===== src/rtl/bnn_acc_l1_cfu.sv =====
// bnn_acc_l1_cfu: XNOR/popcount dot product of two operands, optionally folded into one of CFU_N_STATES signed accumulators.
// Latency: CFU_LAT enabled cycles from request to response. The popcount is split over stages 1..CFU_LAT-1, and the last stage does the accumulator RMW.
// Backpressure: none; one request per enabled cycle, and clk_en low freezes every register. Optional feature macro: BNN_ACC_SATURATE_EN (MAC saturates).
module bnn_acc_l1_cfu #(
    parameter int CFU_LAT       = 2,
    parameter int CFU_DATA_W    = 32,
    parameter int CFU_N_STATES  = 4,
    parameter int CFU_FUNC_ID_W = 3,
    parameter int CFU_STATE_W   = (CFU_N_STATES > 1) ? $clog2(CFU_N_STATES) : 1
) (
    input  logic                     clk,
    input  logic                     rst_n,
    input  logic                     clk_en,
    input  logic                     req_valid,
    input  logic [CFU_STATE_W-1:0]   req_state,
    input  logic [CFU_FUNC_ID_W-1:0] req_func,
    input  logic [CFU_DATA_W-1:0]    req_data0,
    input  logic [CFU_DATA_W-1:0]    req_data1,
    output logic                     resp_valid,
    output logic [2:0]               resp_status,
    output logic [CFU_DATA_W-1:0]    resp_data
);

    localparam int PC_W    = $clog2(CFU_DATA_W + 1);
    // Number of popcount chunks; one chunk per pre-final stage (a single dummy slot when CFU_LAT == 1).
    localparam int N_CHUNK = (CFU_LAT > 1) ? CFU_LAT - 1 : 1;

    localparam logic [CFU_FUNC_ID_W-1:0] F_DOT   = CFU_FUNC_ID_W'(0);
    localparam logic [CFU_FUNC_ID_W-1:0] F_MAC   = CFU_FUNC_ID_W'(1);
    localparam logic [CFU_FUNC_ID_W-1:0] F_READ  = CFU_FUNC_ID_W'(2);
    localparam logic [CFU_FUNC_ID_W-1:0] F_CLEAR = CFU_FUNC_ID_W'(3);
    localparam logic [CFU_FUNC_ID_W-1:0] F_LOAD  = CFU_FUNC_ID_W'(4);
    localparam logic [2:0] ST_OK  = 3'd0;
    localparam logic [2:0] ST_ERR = 3'd1;
`ifdef BNN_ACC_SATURATE_EN
    localparam logic [2:0] ST_SAT = 3'd2;
`endif

    generate
        if (CFU_LAT < 1 || CFU_LAT > 8) begin : g_bad_lat
            $error("bnn_acc_l1_cfu: CFU_LAT must be in 1..8");
        end
        if (CFU_DATA_W != 32 && CFU_DATA_W != 64) begin : g_bad_w
            $error("bnn_acc_l1_cfu: CFU_DATA_W must be 32 or 64");
        end
        if (CFU_N_STATES < 1 || (CFU_N_STATES & (CFU_N_STATES - 1)) != 0) begin : g_bad_n
            $error("bnn_acc_l1_cfu: CFU_N_STATES must be a power of two");
        end
        if (CFU_FUNC_ID_W < 3) begin : g_bad_f
            $error("bnn_acc_l1_cfu: CFU_FUNC_ID_W must be at least 3");
        end
    endgenerate

    // Count the set bits of x in the bit range [lo, hi).
    function automatic logic [PC_W-1:0] f_chunk_pc(input logic [CFU_DATA_W-1:0] x, input int lo, input int hi);
        logic [PC_W-1:0] cnt;
        cnt = '0;
        for (int i = 0; i < CFU_DATA_W; i++) begin
            if (i >= lo && i < hi) cnt = cnt + PC_W'(x[i]);
        end
        return cnt;
    endfunction

    // Stage view: index 0 is the incoming request and index s>0 is pipeline register s.
    logic                     w_vld   [0:CFU_LAT-1];
    logic [CFU_STATE_W-1:0]   w_state [0:CFU_LAT-1];
    logic [CFU_FUNC_ID_W-1:0] w_func  [0:CFU_LAT-1];
    logic [CFU_DATA_W-1:0]    w_a     [0:CFU_LAT-1];
    logic [CFU_DATA_W-1:0]    w_x     [0:CFU_LAT-1];
    logic [PC_W-1:0]          w_pc    [0:CFU_LAT-1];

    logic                     r_vld   [1:N_CHUNK];
    logic [CFU_STATE_W-1:0]   r_state [1:N_CHUNK];
    logic [CFU_FUNC_ID_W-1:0] r_func  [1:N_CHUNK];
    logic [CFU_DATA_W-1:0]    r_a     [1:N_CHUNK];
    logic [CFU_DATA_W-1:0]    r_x     [1:N_CHUNK];
    logic [PC_W-1:0]          r_pc    [1:N_CHUNK];

    logic [CFU_DATA_W-1:0]    r_acc   [0:CFU_N_STATES-1];
    logic                     r_resp_vld;
    logic [2:0]               r_resp_status;
    logic [CFU_DATA_W-1:0]    r_resp_data;

    // Map the request and each pipeline register into the uniform stage view.
    always_comb begin
        w_vld[0]   = req_valid;
        w_state[0] = req_state;
        w_func[0]  = req_func;
        w_a[0]     = req_data0;
        w_x[0]     = ~(req_data0 ^ req_data1);
        w_pc[0]    = '0;
        for (int s = 1; s < CFU_LAT; s++) begin
            w_vld[s]   = r_vld[s];
            w_state[s] = r_state[s];
            w_func[s]  = r_func[s];
            w_a[s]     = r_a[s];
            w_x[s]     = r_x[s];
            w_pc[s]    = r_pc[s];
        end
    end

    // Popcount stages. Each stage adds one chunk of the XNOR word, and payload loads only for valid entries.
    always_ff @(posedge clk or negedge rst_n) begin
        if (!rst_n) begin
            for (int s = 1; s <= N_CHUNK; s++) begin
                r_vld[s]   <= 1'b0;
                r_state[s] <= '0;
                r_func[s]  <= '0;
                r_a[s]     <= '0;
                r_x[s]     <= '0;
                r_pc[s]    <= '0;
            end
        end else if (clk_en) begin
            for (int s = 1; s < CFU_LAT; s++) begin
                r_vld[s] <= w_vld[s-1];
                if (w_vld[s-1]) begin
                    r_state[s] <= w_state[s-1];
                    r_func[s]  <= w_func[s-1];
                    r_a[s]     <= w_a[s-1];
                    r_x[s]     <= w_x[s-1];
                    r_pc[s]    <= w_pc[s-1] + f_chunk_pc(w_x[s-1], ((s - 1) * CFU_DATA_W) / N_CHUNK,
                                                         (s * CFU_DATA_W) / N_CHUNK);
                end
            end
        end
    end

    // Final stage. With CFU_LAT == 1 the whole popcount is done here; otherwise it is already complete.
    logic [PC_W-1:0]        w_cnt;
    logic [CFU_DATA_W-1:0]  w_dot;
    logic [CFU_STATE_W-1:0] w_idx;
    logic [CFU_DATA_W-1:0]  w_old;
    assign w_cnt = w_pc[CFU_LAT-1] + f_chunk_pc(w_x[CFU_LAT-1], 0, (CFU_LAT == 1) ? CFU_DATA_W : 0);
    assign w_dot = (CFU_DATA_W'(w_cnt) << 1) - CFU_DATA_W'(CFU_DATA_W);
    assign w_idx = (CFU_N_STATES == 1) ? '0 : w_state[CFU_LAT-1];
    assign w_old = r_acc[w_idx];

`ifdef BNN_ACC_SATURATE_EN
    // One extra bit detects signed overflow of the MAC.
    logic [CFU_DATA_W:0] w_sum;
    logic                w_ovf;
    assign w_sum = {w_old[CFU_DATA_W-1], w_old} + {w_dot[CFU_DATA_W-1], w_dot};
    assign w_ovf = w_sum[CFU_DATA_W] ^ w_sum[CFU_DATA_W-1];
`else
    logic [CFU_DATA_W-1:0] w_sum;
    assign w_sum = w_old + w_dot;
`endif

    logic                  w_acc_we;
    logic [CFU_DATA_W-1:0] w_acc_wd;
    logic [CFU_DATA_W-1:0] w_res_data;
    logic [2:0]            w_res_status;

    // Function decode: accumulator write plus the response payload.
    always_comb begin
        w_acc_we     = 1'b0;
        w_acc_wd     = w_old;
        w_res_data   = '0;
        w_res_status = ST_OK;
        case (w_func[CFU_LAT-1])
            F_DOT: w_res_data = w_dot;
            F_MAC: begin
                w_acc_we = 1'b1;
                w_acc_wd = w_sum[CFU_DATA_W-1:0];
`ifdef BNN_ACC_SATURATE_EN
                if (w_ovf) begin
                    w_acc_wd     = w_sum[CFU_DATA_W] ? {1'b1, {(CFU_DATA_W-1){1'b0}}}
                                                     : {1'b0, {(CFU_DATA_W-1){1'b1}}};
                    w_res_status = ST_SAT;
                end
`endif
                w_res_data = w_acc_wd;
            end
            F_READ:  w_res_data = w_old;
            F_CLEAR: begin
                w_acc_we   = 1'b1;
                w_acc_wd   = '0;
                w_res_data = w_old;
            end
            F_LOAD: begin
                w_acc_we   = 1'b1;
                w_acc_wd   = w_a[CFU_LAT-1];
                w_res_data = w_a[CFU_LAT-1];
            end
            default: w_res_status = ST_ERR;
        endcase
    end

    // Accumulator commit. This happens on the same edge that registers the response, so there is no forwarding path.
    always_ff @(posedge clk or negedge rst_n) begin
        if (!rst_n) begin
            for (int i = 0; i < CFU_N_STATES; i++) r_acc[i] <= '0;
        end else if (clk_en && w_vld[CFU_LAT-1] && w_acc_we) begin
            r_acc[w_idx] <= w_acc_wd;
        end
    end

    // Response register. The payload only changes for valid entries.
    always_ff @(posedge clk or negedge rst_n) begin
        if (!rst_n) begin
            r_resp_vld    <= 1'b0;
            r_resp_status <= 3'd0;
            r_resp_data   <= '0;
        end else if (clk_en) begin
            r_resp_vld <= w_vld[CFU_LAT-1];
            if (w_vld[CFU_LAT-1]) begin
                r_resp_status <= w_res_status;
                r_resp_data   <= w_res_data;
            end
        end
    end

    assign resp_valid  = r_resp_vld;
    assign resp_status = r_resp_status;
    assign resp_data   = r_resp_data;

endmodule


===== config.mk =====
export PLATFORM = sky130hd
export DESIGN_NAME = bnn_acc_l1_cfu
export DESIGN_NICKNAME = d
export VERILOG_FILES = /design/src/rtl/bnn_acc_l1_cfu.sv
export SDC_FILE = /design/constraint.sdc
export NUM_CORES = 1
export LEC_CHECK = 0
export ABC_AREA = 1
export CORE_AREA = 5 5 149 208
export DETAILED_ROUTE_END_ITERATION = 7
export DIE_AREA = 0 0 154 213
export PLACE_DENSITY = 0.67
export SYNTH_ARGS = -nofsm -noshare
export SYNTH_HDL_FRONTEND = slang
export SYNTH_SLANG_ARGS = --single-unit

===== constraint.sdc =====
create_clock -name clk -period 13.5 [get_ports clk]
set_input_delay 2.025 -clock clk [delete_from_list [all_inputs] [get_ports clk]]
set_output_delay 2.025 -clock clk [all_outputs]
set_load 0.05 [all_outputs]

After elaboration in Yosys (flattened, before gate mapping)
Cells that the tools add are included.
{"block": "classes", "addsub": 33, "multipliers": 0, "div_mod_pow": 0, "order_cmp": 2, "eq_ne": 4, "shifts": 0, "muxes": 72, "bitwise": 3, "reduce_logical": 9}
{"op": "6-bit two-way mux", "count": 62}
{"op": "6-bit by 1-bit adder with 6-bit output", "count": 31}
{"op": "128-bit bitwise mux", "count": 1}
{"op": "32-bit case mux with 4 select lines", "count": 1}
{"op": "32-bit two-way mux", "count": 3}
{"op": "32-bit case mux with 3 select lines", "count": 1}
{"op": "32-bit binary-select mux with 2-bit select", "count": 1}
{"op": "32-bit demux with 2-bit select", "count": 1}
{"op": "32-bit adder", "count": 1}
{"op": "32-bit inverter", "count": 1}
{"op": "32-bit XOR", "count": 1}
{"op": "7-bit by 6-bit subtractor with 8-bit output, second input constant", "count": 1}
{"op": "3-bit by 2-bit == test with 1-bit output, second input constant", "count": 2}
{"op": "5-bit OR reduction", "count": 1}
{"op": "2-bit AND reduction", "count": 2}
{"op": "3-bit by 1-bit == test with 1-bit output, second input constant", "count": 1}
{"op": "3-bit == test, second input constant", "count": 1}
{"op": "3-bit >= comparator, second input constant", "count": 1}
{"op": "1-bit logical AND", "count": 3}
{"op": "3-bit zero test", "count": 1}
{"op": "3-bit by 1-bit < comparator with 1-bit output, second input constant", "count": 1}
{"op": "2-bit inverter with 3-bit output", "count": 1}
{"op": "3-bit OR reduction", "count": 1}
{"op": "1-bit two-way mux", "count": 2}
{"op": "2-bit OR reduction", "count": 1}
{"block": "word_totals", "regBits": 208, "latch_bits": 0, "ram_bits": 0, "romBits": 0, "inputBits": 73, "out_inout_bits": 36, "word_cells": 135, "n_memories": 0}

Longest topological paths before layout
Gate-level depths: netlist of the first run.
{"block": "logic_depth", "word_depth": 95, "depth_mapped": 70, "ltp_nobuf": 70}

Worst setup path before layout of the first run
OpenSTA, ideal clock, no wires.
{"block": "synth_timing", "path_kind": "input to register", "startpoint": "in req_data1[0]", "endpoint": "reg r_pc[4] in the netlist's numbering", "setup_ns": 0.132, "arrival_time_ns": 12.389, "required_ns": 13.368, "setup_slack_ns": 0.979, "cell_stages": 38, "n_path_buf": 0, "path_cell_list": "xnor2_1 inv_1 fa_1 inv_1 ha_1 fa_1 ha_1 ha_1 ha_1 ha_1 ha_1 ha_1 ha_1 ha_1 ha_1 ha_1 ha_1 ha_1 [2 not listed] ha_1 ha_1 ha_1 ha_1 ha_1 ha_1 ha_1 ha_1 ha_1 ha_1 ha_1 ha_1 ha_1 ha_1 nand3_1 nor2_1 xor2_1 o21ai_1"}
{"block": "synth_between", "elab_chain_cells": 95}
{"item": "from (decl)", "line": "18", "rtl": "input logic [CFU_DATA_W-1:0] req_data1,"}
{"item": "32-bit XOR", "line": "90", "rtl": "w_x[0] = ~(req_data0 ^ req_data1);"}
{"item": "32-bit inverter", "line": "90"}
{"item": "6-bit two-way mux", "line": "116", "rtl": "if (w_vld[s-1]) begin"}
{"item": "6-bit two-way mux", "line": "113", "rtl": "end else if (clk_en) begin"}
{"item": "6-bit by 1-bit adder with 6-bit output", "line": "59", "rtl": "if (i >= lo && i < hi) cnt = cnt + PC_W'(x[i]);"}
{"item": "6-bit two-way mux", "line": "116"}
{"item": "6-bit two-way mux", "line": "113"}
{"item": "6-bit by 1-bit adder with 6-bit output", "line": "59"}
{"item": "[79 not listed]"}
{"item": "6-bit two-way mux", "line": "113"}
{"item": "6-bit by 1-bit adder with 6-bit output", "line": "59"}
{"item": "6-bit two-way mux", "line": "116"}
{"item": "6-bit two-way mux", "line": "113"}
{"item": "6-bit by 1-bit adder with 6-bit output", "line": "59"}
{"item": "6-bit two-way mux", "line": "116"}
{"item": "6-bit two-way mux", "line": "113"}
{"item": "6-bit by 1-bit adder with 6-bit output", "line": "59"}
{"item": "to (signal, indexed assignment)", "line": "121", "rtl": "r_pc[s] <= w_pc[s-1] + f_chunk_pc(w_x[s-1], ((s - 1) * CFU_DATA_W) / N_CHUNK,"}
{"item": "to (decl)", "line": "77", "rtl": "logic [PC_W-1:0] r_pc [1:N_CHUNK];"}
Every way passes these cells. The select of a mux whose other input is x is not followed.
A chain may end at the register's enable or synchronous reset.

Worst setup path in the final report of the first run
{"block": "layout_timing", "startpoint": "in req_data0[0]", "endpoint": "reg r_pc[4] in the netlist's numbering"}
{"block": "layout_between", "elab_chain_cells": 95}
{"item": "from (decl)", "line": "17", "rtl": "input logic [CFU_DATA_W-1:0] req_data0,"}
{"item": "32-bit XOR", "line": "90"}
{"item": "32-bit inverter", "line": "90"}
{"item": "6-bit two-way mux", "line": "116"}
{"item": "6-bit two-way mux", "line": "113"}
{"item": "6-bit by 1-bit adder with 6-bit output", "line": "59"}
{"item": "6-bit two-way mux", "line": "116"}
{"item": "6-bit two-way mux", "line": "113"}
{"item": "6-bit by 1-bit adder with 6-bit output", "line": "59"}
{"item": "[79 not listed]"}
{"item": "6-bit two-way mux", "line": "113"}
{"item": "6-bit by 1-bit adder with 6-bit output", "line": "59"}
{"item": "6-bit two-way mux", "line": "116"}
{"item": "6-bit two-way mux", "line": "113"}
{"item": "6-bit by 1-bit adder with 6-bit output", "line": "59"}
{"item": "6-bit two-way mux", "line": "116"}
{"item": "6-bit two-way mux", "line": "113"}
{"item": "6-bit by 1-bit adder with 6-bit output", "line": "59"}
Every way passes these cells. The select of a mux whose other input is x is not followed.

==> results of run 1 <==
[cells by family after synthesis]
group	after synthesis
AO/OA/AOI/OAI	280
XOR/XNOR	35
adder cells (fa/ha/maj)	94
buffers and inverters	329
flip-flops	206
other	1
AND/OR/NAND/NOR	1165
[worst reg2reg max path, delay by kind of cell (launching register included)]
kind | cells | cell delay, ns
buffers and inverters | 7 | 0.77
AND/OR/NAND/NOR | 19 | 2.53
adder cells (fa/ha/maj) | 1 | 0.36
AO/OA/AOI/OAI | 14 | 2.36
flip-flops | 1 | 0.46
[metrics by stage]
step	TNS [ns]	utilization (%)
final	0	58.00
after CTS	0	57.92
after global placement	0	55.44
after global routing	0	58.00
after detailed placement	-0.2100	55.44
after floorplan	0	-
[state kept, by name, indices dropped and copies added, names as in the netlist]
name,count
resp_valid,1
r_func,3
r_vld,1
r_acc,128
r_pc,6
resp_data,32
r_a,32
resp_status,1
r_state,2
[final timing paths]
| path | start | endpoint | slack (ns) |
|---|---|---|---|
| hold reg to reg | resp_data[31] | resp_data[31] | 0.48 |
| max in group asynchronous | rst_n | resp_data[25] | 9.80 |
| min in group asynchronous | rst_n | r_acc[96] | 1.50 |
| setup reg to reg | r_state[0] | r_acc[30] | 6.90 |
| setup / recovery | req_data0[0] | r_pc[4] | 0.56 |
| hold / removal | resp_data[31] | resp_data[31] | 0.48 |
[final cells by class]
class                      count  area [µm²]  share of cell area, %
inverter                     266       998.5                  5.959
clock inverter                 5       102.6                 0.6123
clock buffer                  28       611.8                  3.651
timing repair buffer         125        1207                  7.206
tap                          380       475.5                  2.838
multi-input combinational   1576        8205                  48.97
sequential                   206        5155                  30.76
[per-layer routing]
metal	global-route usage, %	share of wire, %	vias up
met1	30.45	46	6217
met2	40.95	49	225
li1	-	-	6896
met4	5.393	1.9	0
met3	2.129	3.7	45
met5	0	0	-
[cell usage in the layout (no fill, tap or decap), types with 9 or more instances in the layout]
cell             synthesis  final
nor2_2                   7     11
nor2_1                  74     67
o21ai_0                133    133
a21oi_1                 59     57
nand2_2                 53     54
inv_1                  256    256
nand3b_1                 9      9
clkdlybuf4s50_1          0    105
xnor2_1                 31     30
a22oi_1                 31     31
nand4_1                 19     19
dfrtp_1                206    206
clkbuf_16                0     21
nand3_2                 32     32
nand2_1                841    840
nand3_1                121    121
buf_4                    2     19
o221ai_1                23     23
ha_1                    91     90
==> qor.yml, run 1 <==
hold_buffers: 0
wl_per_cell_um: 14.54
clk_pin_slew_ns: 0.06
worst_path_largest_cell_delay_ns: 0.53
grt_max_degree: 78
post_cts_resized: 0
gp_congestion: 0.8502
placed_area_mm2: 0.01602
synth_xor_area_share_pct: 2.109
cts_buffer_depth: 3
synthCells: 2110
synth-seq-area-share_pct: 35.46
grt_pass1_wl_um: 63380
hold_viol_final: 0
ys_types: 42
ys_seq_elements: 206
setup.worst_path.class: "in -> reg"
post-synth-top-count-cell: "nand2_1"
synthSimpleGateAreaFrac_pct: 34.25
slew_headroom_pct: 29.04
synth_area_leaders: "dfrtp_1, nand2_1, ha_1"
synth_area_mm2: 0.01454
ant_nets: 0
clock_latency_ns: 0.52
die_area_mm2: 0.03280
hp-class: "reg -> reg"
worstSetupEndpointType: "flip-flop"
dr.pass1.iters: 5
overflow: 0
stdcell_count: 2586
ios: 109
die_height_um: 213
dp_cells: 2553
fin_area_mm2: 0.01676
cp_common_cell: "ha_1"
async_flop_share_pct: 100.0
cp_num_cells: 39
synth_largest_area_cell: "dfrtp_1"
die_w_um: 154
antenna_found_initial: 0
finalSetupViolCount: 0
synth_compound_area_share_pct: 11.36
maxSlewViolCount: 0
holdWs_ns: 0.4785
clock-sinks: 206
finalWorstSetupSlack_ns: 0.5573
worst_slew_pin_slew_ns: 1.063
muxShareOfSynthArea_pct: 0
yosys_warnings: 0
synth_top_family_by_area: "simple AND/OR/NAND/NOR gates"
final_layout_size_suffix_gt1_share_pct: 7.661
antennaDiodeCount: 0
rows: 74
dpl.hpwl_um: 27750
syn_area_per_cell_um2: 6.890
cap_viol_max_count: 0
drt_iter0_markers: 858
crit_buf_inv: 3
reg2reg_depth: 41
holdPathStages: 2
port_buffers: 106
status: "completed"
required_ns: 13.89
root_buffer: "clkbuf_16"
fillers: 2762
track_usage_pct: 23.01
synth_edf_count: 0
rsz0062_at_grt: "false"
numCtsBuffers: 20
synthToLayoutAreaGrowth_pct: 15.26
cp_max_fo: 3
via_count: 13383
period_share_pct: 95.87
synthAdderAreaFrac_pct: 8.245
critPathTopFamily: "adder cells"
arrival_ns: 13.33
post_drt_via_cell_ratio: 5.175
cts_tree: "yes"
fin_crit_ns: 12.94
synth_top_area_share_pct: 35.46
slowest_stage: "clkdlybuf4s50_1"
htree_levels: 1
place_ws_ns: -0.1164
cts_setup_buffers: 0
fin_skew_ns: 0.01712
drcViolationCount: 0
start_kind: "input port"
coreArea_mm2: 0.02889
grt_pass1_vias: 13186
ys.flop_type: "dfrtp_1"
wirelength_um: 37600
start_util_pct: 50.32
ys_top_cells_by_count: "nand2_1, inv_1, dfrtp_1, o21ai_0, nand3_1"
fmax_mhz: 77.26
fin_nets: 2362
Power of run 1 is left out: the tool's default activity adds up to more than one toggle a clock period on the data nets, which glitch-free logic cannot reach.
==> inputs of run 2 (changes only) <==
- GPL_TIMING_DRIVEN: unset -> 0
- SKIP_CTS_REPAIR_TIMING: unset -> 1
==> run 2 against run 1 <==
Against the previous run: cell area increased by 0.77%; critical endpoint unchanged; non-clock buffer count increased by 45; hold slack gained 0.0023 ns; maximum frequency is 0.92% lower.
==> qor.yml, run 2 (synthesis results as in run 1) <==
gp_congestion: 0.9310
setup.worst_path.class: "in -> reg"
maxSlewViolCount: 0
start_util_pct: 50.32
post_drt_via_cell_ratio: 5.213
fillers: 2794
root_buffer: "clkbuf_16"
worst_path_largest_cell_delay_ns: 0.51
finalSetupViolCount: 0
fin_crit_ns: 13.06
fin_skew_ns: 0.02027
layout_commonest_cell: "nand2_1"
status: "completed"
stdcell_count: 2636
rows: 74
numCtsBuffers: 21
dr.pass1.iters: 5
track_usage_pct: 23.80
hold_viol_final: 0
arrival_ns: 13.46
antennaDiodeCount: 0
required_ns: 13.90
fin_nets: 2408
die_w_um: 154
finalWorstSetupSlack_ns: 0.4377
cap_viol_max_count: 0
wl_per_cell_um: 14.92
largest_reg_flops: 128
port_buffers: 106
r2r_slack_ns: 6.38
regMostFlops: "r_acc"
clock-sinks: 206
grt_pass1_vias: 13289
drcViolationCount: 0
dp_cells: 2598
grt_max_degree: 112
fmax_mhz: 76.56
start_kind: "input port"
rsz0062_at_grt: "false"
hold_start: "r_acc[92]"
slowest_stage: "clkdlybuf4s50_1"
wirelength_um: 39340
synthToLayoutAreaGrowth_pct: 16.15
final_cell_mix: "nand2_1, inv_1, dfrtp_1"
cp_common_cell: "ha_1"
worstSetupEndpointType: "flip-flop"
crit_start: "req_data1[0]"
hp-class: "reg -> reg"
ios: 109
htree_levels: 1
r2r_start: "r_state[1]"
via_count: 13741
cts_tree: "yes"
die_height_um: 213
overflow: 0
slew_headroom_pct: 19.43
antenna_found_initial: 0
dpl.hpwl_um: 31550
cp_max_fo: 3
die_area_mm2: 0.03280
drt_iter0_markers: 890
ant_nets: 0
clk_pin_slew_ns: 0.06
cts_buffer_depth: 3
clock_latency_ns: 0.52
worst_slew_pin_slew_ns: 1.208
coreArea_mm2: 0.02889
period_share_pct: 96.76
grt_pass1_wl_um: 64380
final_layout_size_suffix_gt1_share_pct: 6.738
place_ws_ns: -0.3484
## run 2: changes by cell type in the layout (fill, tap and decap cells not counted), sizes merged
cell / change
clkbuf: +50
buf: -8
clkinv: +6
clkdlybuf4s50: -2
dlymetal6s2s: +2
inv: +2
## run 2: through the flow
| step | TNS, ns | area [µm²] | util (%) | hold WS (ns) |
|---|---|---|---|---|
| 2_1_floorplan | 0 | 14540 | - | 0.4491 |
| 3_3_place_gp | -0.6557 | 16080 | 55.66 | 0.4619 |
| 3_5_place_dp | -1.028 | 16120 | 55.79 | 0.4654 |
| 4_1_cts | 0 | 16840 | 58.29 | 0.4826 |
| 5_1_grt | 0 | 16880 | 58.45 | 0.4954 |
| 6_report | 0 | 16880 | 58.45 | 0.4807 |
## run 2: worst paths after layout
check / endpoint / cells after the start
max reg2reg: r_acc[62] / 43
max in group asynchronous: r_acc[57] / 2
min in group asynchronous: r_acc[98] / 1
min: r_acc[92] / 2
max: r_pc[4] / 39
min reg2reg: r_acc[92] / 2
## run 2: worst max-delay path: cells and delay by family
kind                       cells  cell delay [ns]
and+or+nand+nor                2             0.22
buffers and inverters          3             0.63
adders and majority gates     31            10.03
AOI/OAI and AO/OA              1             0.09
xor gates and xnor gates       2             0.44
## run 2: cell type report
| class | instances | area [µm²] | share of cell area, % |
|---|---|---|---|
| Timing Repair Buffer | 107 | 1099 | 6.506 |
| Buffer | 63 | 245.2 | 1.452 |
| Inverter | 266 | 998.5 | 5.913 |
| Clock inverter | 13 | 153.9 | 0.9115 |
| Sequential cell | 206 | 5155 | 30.53 |
| Tap cell | 380 | 475.5 | 2.816 |
| Multi-Input combinational cell | 1576 | 8188 | 48.49 |
| Clock buffer | 25 | 570.5 | 3.379 |
## run 2: routing by layer
| layer | track usage [%] | up-vias | part of all wire [%] |
|---|---|---|---|
| met5 | 0 | - | 0 |
| met4 | 9.171 | 0 | 3.9 |
| met3 | 1.987 | 79 | 4.2 |
| met2 | 43.95 | 326 | 50 |
| met1 | 28.75 | 6308 | 41 |
| li1 | - | 7028 | - |
Power of run 2 is left out for the same reason.
==> inputs of run 3 (changes only) <==
- CORE_AREA: 5 5 149 208 -> 5 5 158 221
- DIE_AREA: 0 0 154 213 -> 0 0 163 226
- PLACE_DENSITY: 0.67 -> 0.61
- REMOVE_ABC_BUFFERS: unset -> 1
==> run 3 against run 2 <==
Against the previous run: critical path depth unchanged; die area up 12%; clock skew down 0.0054 ns; utilization down 6.6 points; wire length up 1.8%; sequential share of layout area down 0.26 points; first-iteration DRC count down 21%; final cell count up 0.46%; critical endpoint unchanged.
==> qor.yml, run 3 (synthesis results as in run 1) <==
status: "completed"
ant_nets: 0
fin_crit_ns: 12.98
drt_iter0_markers: 699
dr.pass1.iters: 5
arrival_ns: 13.35
period_share_pct: 96.13
start_util_pct: 44.30
drcViolationCount: 0
cp_max_fo: 3
overflow: 0
gp_congestion: 0.8440
port_buffers: 106
critPathTopFamily: "adder cells"
htree_levels: 1
fin_skew_ns: 0.01488
worstSetupEndpointType: "flip-flop"
numCtsBuffers: 22
final_layout_size_suffix_gt1_share_pct: 7.853
finalSetupViolCount: 0
fmax_mhz: 77.06
clock_latency_ns: 0.52
fin_nets: 2356
fillers: 3259
hold_start: "r_acc[76]"
grt_pass1_vias: 13475
required_ns: 13.87
start_kind: "input port"
maxSlewViolCount: 0
slew_headroom_pct: 14.55
dpl.hpwl_um: 28210
cp_common_cell: "ha_1"
antennaDiodeCount: 0
clock-sinks: 206
cts_tree: "yes"
via_count: 13623
hold_viol_final: 0
clk_pin_slew_ns: 0.06
hp-class: "reg -> reg"
antenna_found_initial: 0
crit_buf_inv: 3
finalWorstSetupSlack_ns: 0.5223
ios: 109
place_ws_ns: -0.4365
worst_slew_pin_slew_ns: 1.274
slowest_stage: "fa_1"
cap_viol_max_count: 0
holdWs_ns: 0.4780
grt_max_degree: 105
r2r_start: "r_state[1]"
setup.worst_path.class: "in -> reg"
regMostFlops: "r_acc"
coreArea_mm2: 0.03282
crit_start: "req_data1[0]"
cts_buffer_depth: 3
wirelength_um: 40040
post_drt_via_cell_ratio: 5.145
wl_per_cell_um: 15.12
die_w_um: 163
root_buffer: "clkbuf_16"
rows: 79
synthToLayoutAreaGrowth_pct: 17.14
grt_pass1_wl_um: 65720
fin_util_pct: 51.89
largest_reg_flops: 128
rsz0062_at_grt: "false"
track_usage_pct: 21.79
layout_commonest_cell: "nand2_1"
die_area_mm2: 0.03684
worst_path_largest_cell_delay_ns: 0.54
final_cell_mix: "nand2_1, inv_1, dfrtp_1"
die_height_um: 226
==> run 3: metal layers <==
metal	up-vias	GRT usage, %	wire length, µm
met4	0	7.174	1045
met1	6357	27.30	17130
met5	-	0	0
met3	78	2.264	1729
met2	280	39.17	20130
li1	6908	-	-
==> run 3: path summary, 6_finish.rpt <==
check                           endpoint  slack (ns)  depth (start not counted)
hold / removal                 r_acc[76]        0.48                          2
setup / recovery                 r_pc[4]        0.52                         39
hold reg to reg                r_acc[76]        0.48                          2
min in group asynchronous      r_acc[10]        1.57                          1
setup reg to reg               r_acc[30]        5.76                         41
max in group asynchronous  resp_data[25]       10.93                          2
==> run 3: through the flow <==
step,instances,area [µm²],setup TNS [ns]
floorplan,2048,14300,0
global placement,2599,15910,-1.199
detailed placement,2608,16200,-1.487
CTS,2646,16940,0
global route,2648,17030,0
finish,2648,17030,0
==> run 3: worst reg2reg max path: cells and delay by family (launching register included) <==
kind            cells  cell delay (ns)
compound gates     14             2.79
fa+ha+maj           1             0.20
buf+inv             9             1.82
flops               1             0.42
simple gates       17             2.41
==> run 3: layout make-up <==
cell class | count | area [µm²] | share of cell area, %
Multi-Input combinational cell | 1576 | 8300 | 48.74
Tap cell | 445 | 556.8 | 3.270
Inverter | 266 | 998.5 | 5.863
Timing Repair Buffer | 117 | 1279 | 7.509
Sequential cell | 206 | 5155 | 30.27
Clock buffer | 34 | 666.9 | 3.916
Clock inverter | 4 | 72.57 | 0.4262
Power of run 3 is left out for the same reason.
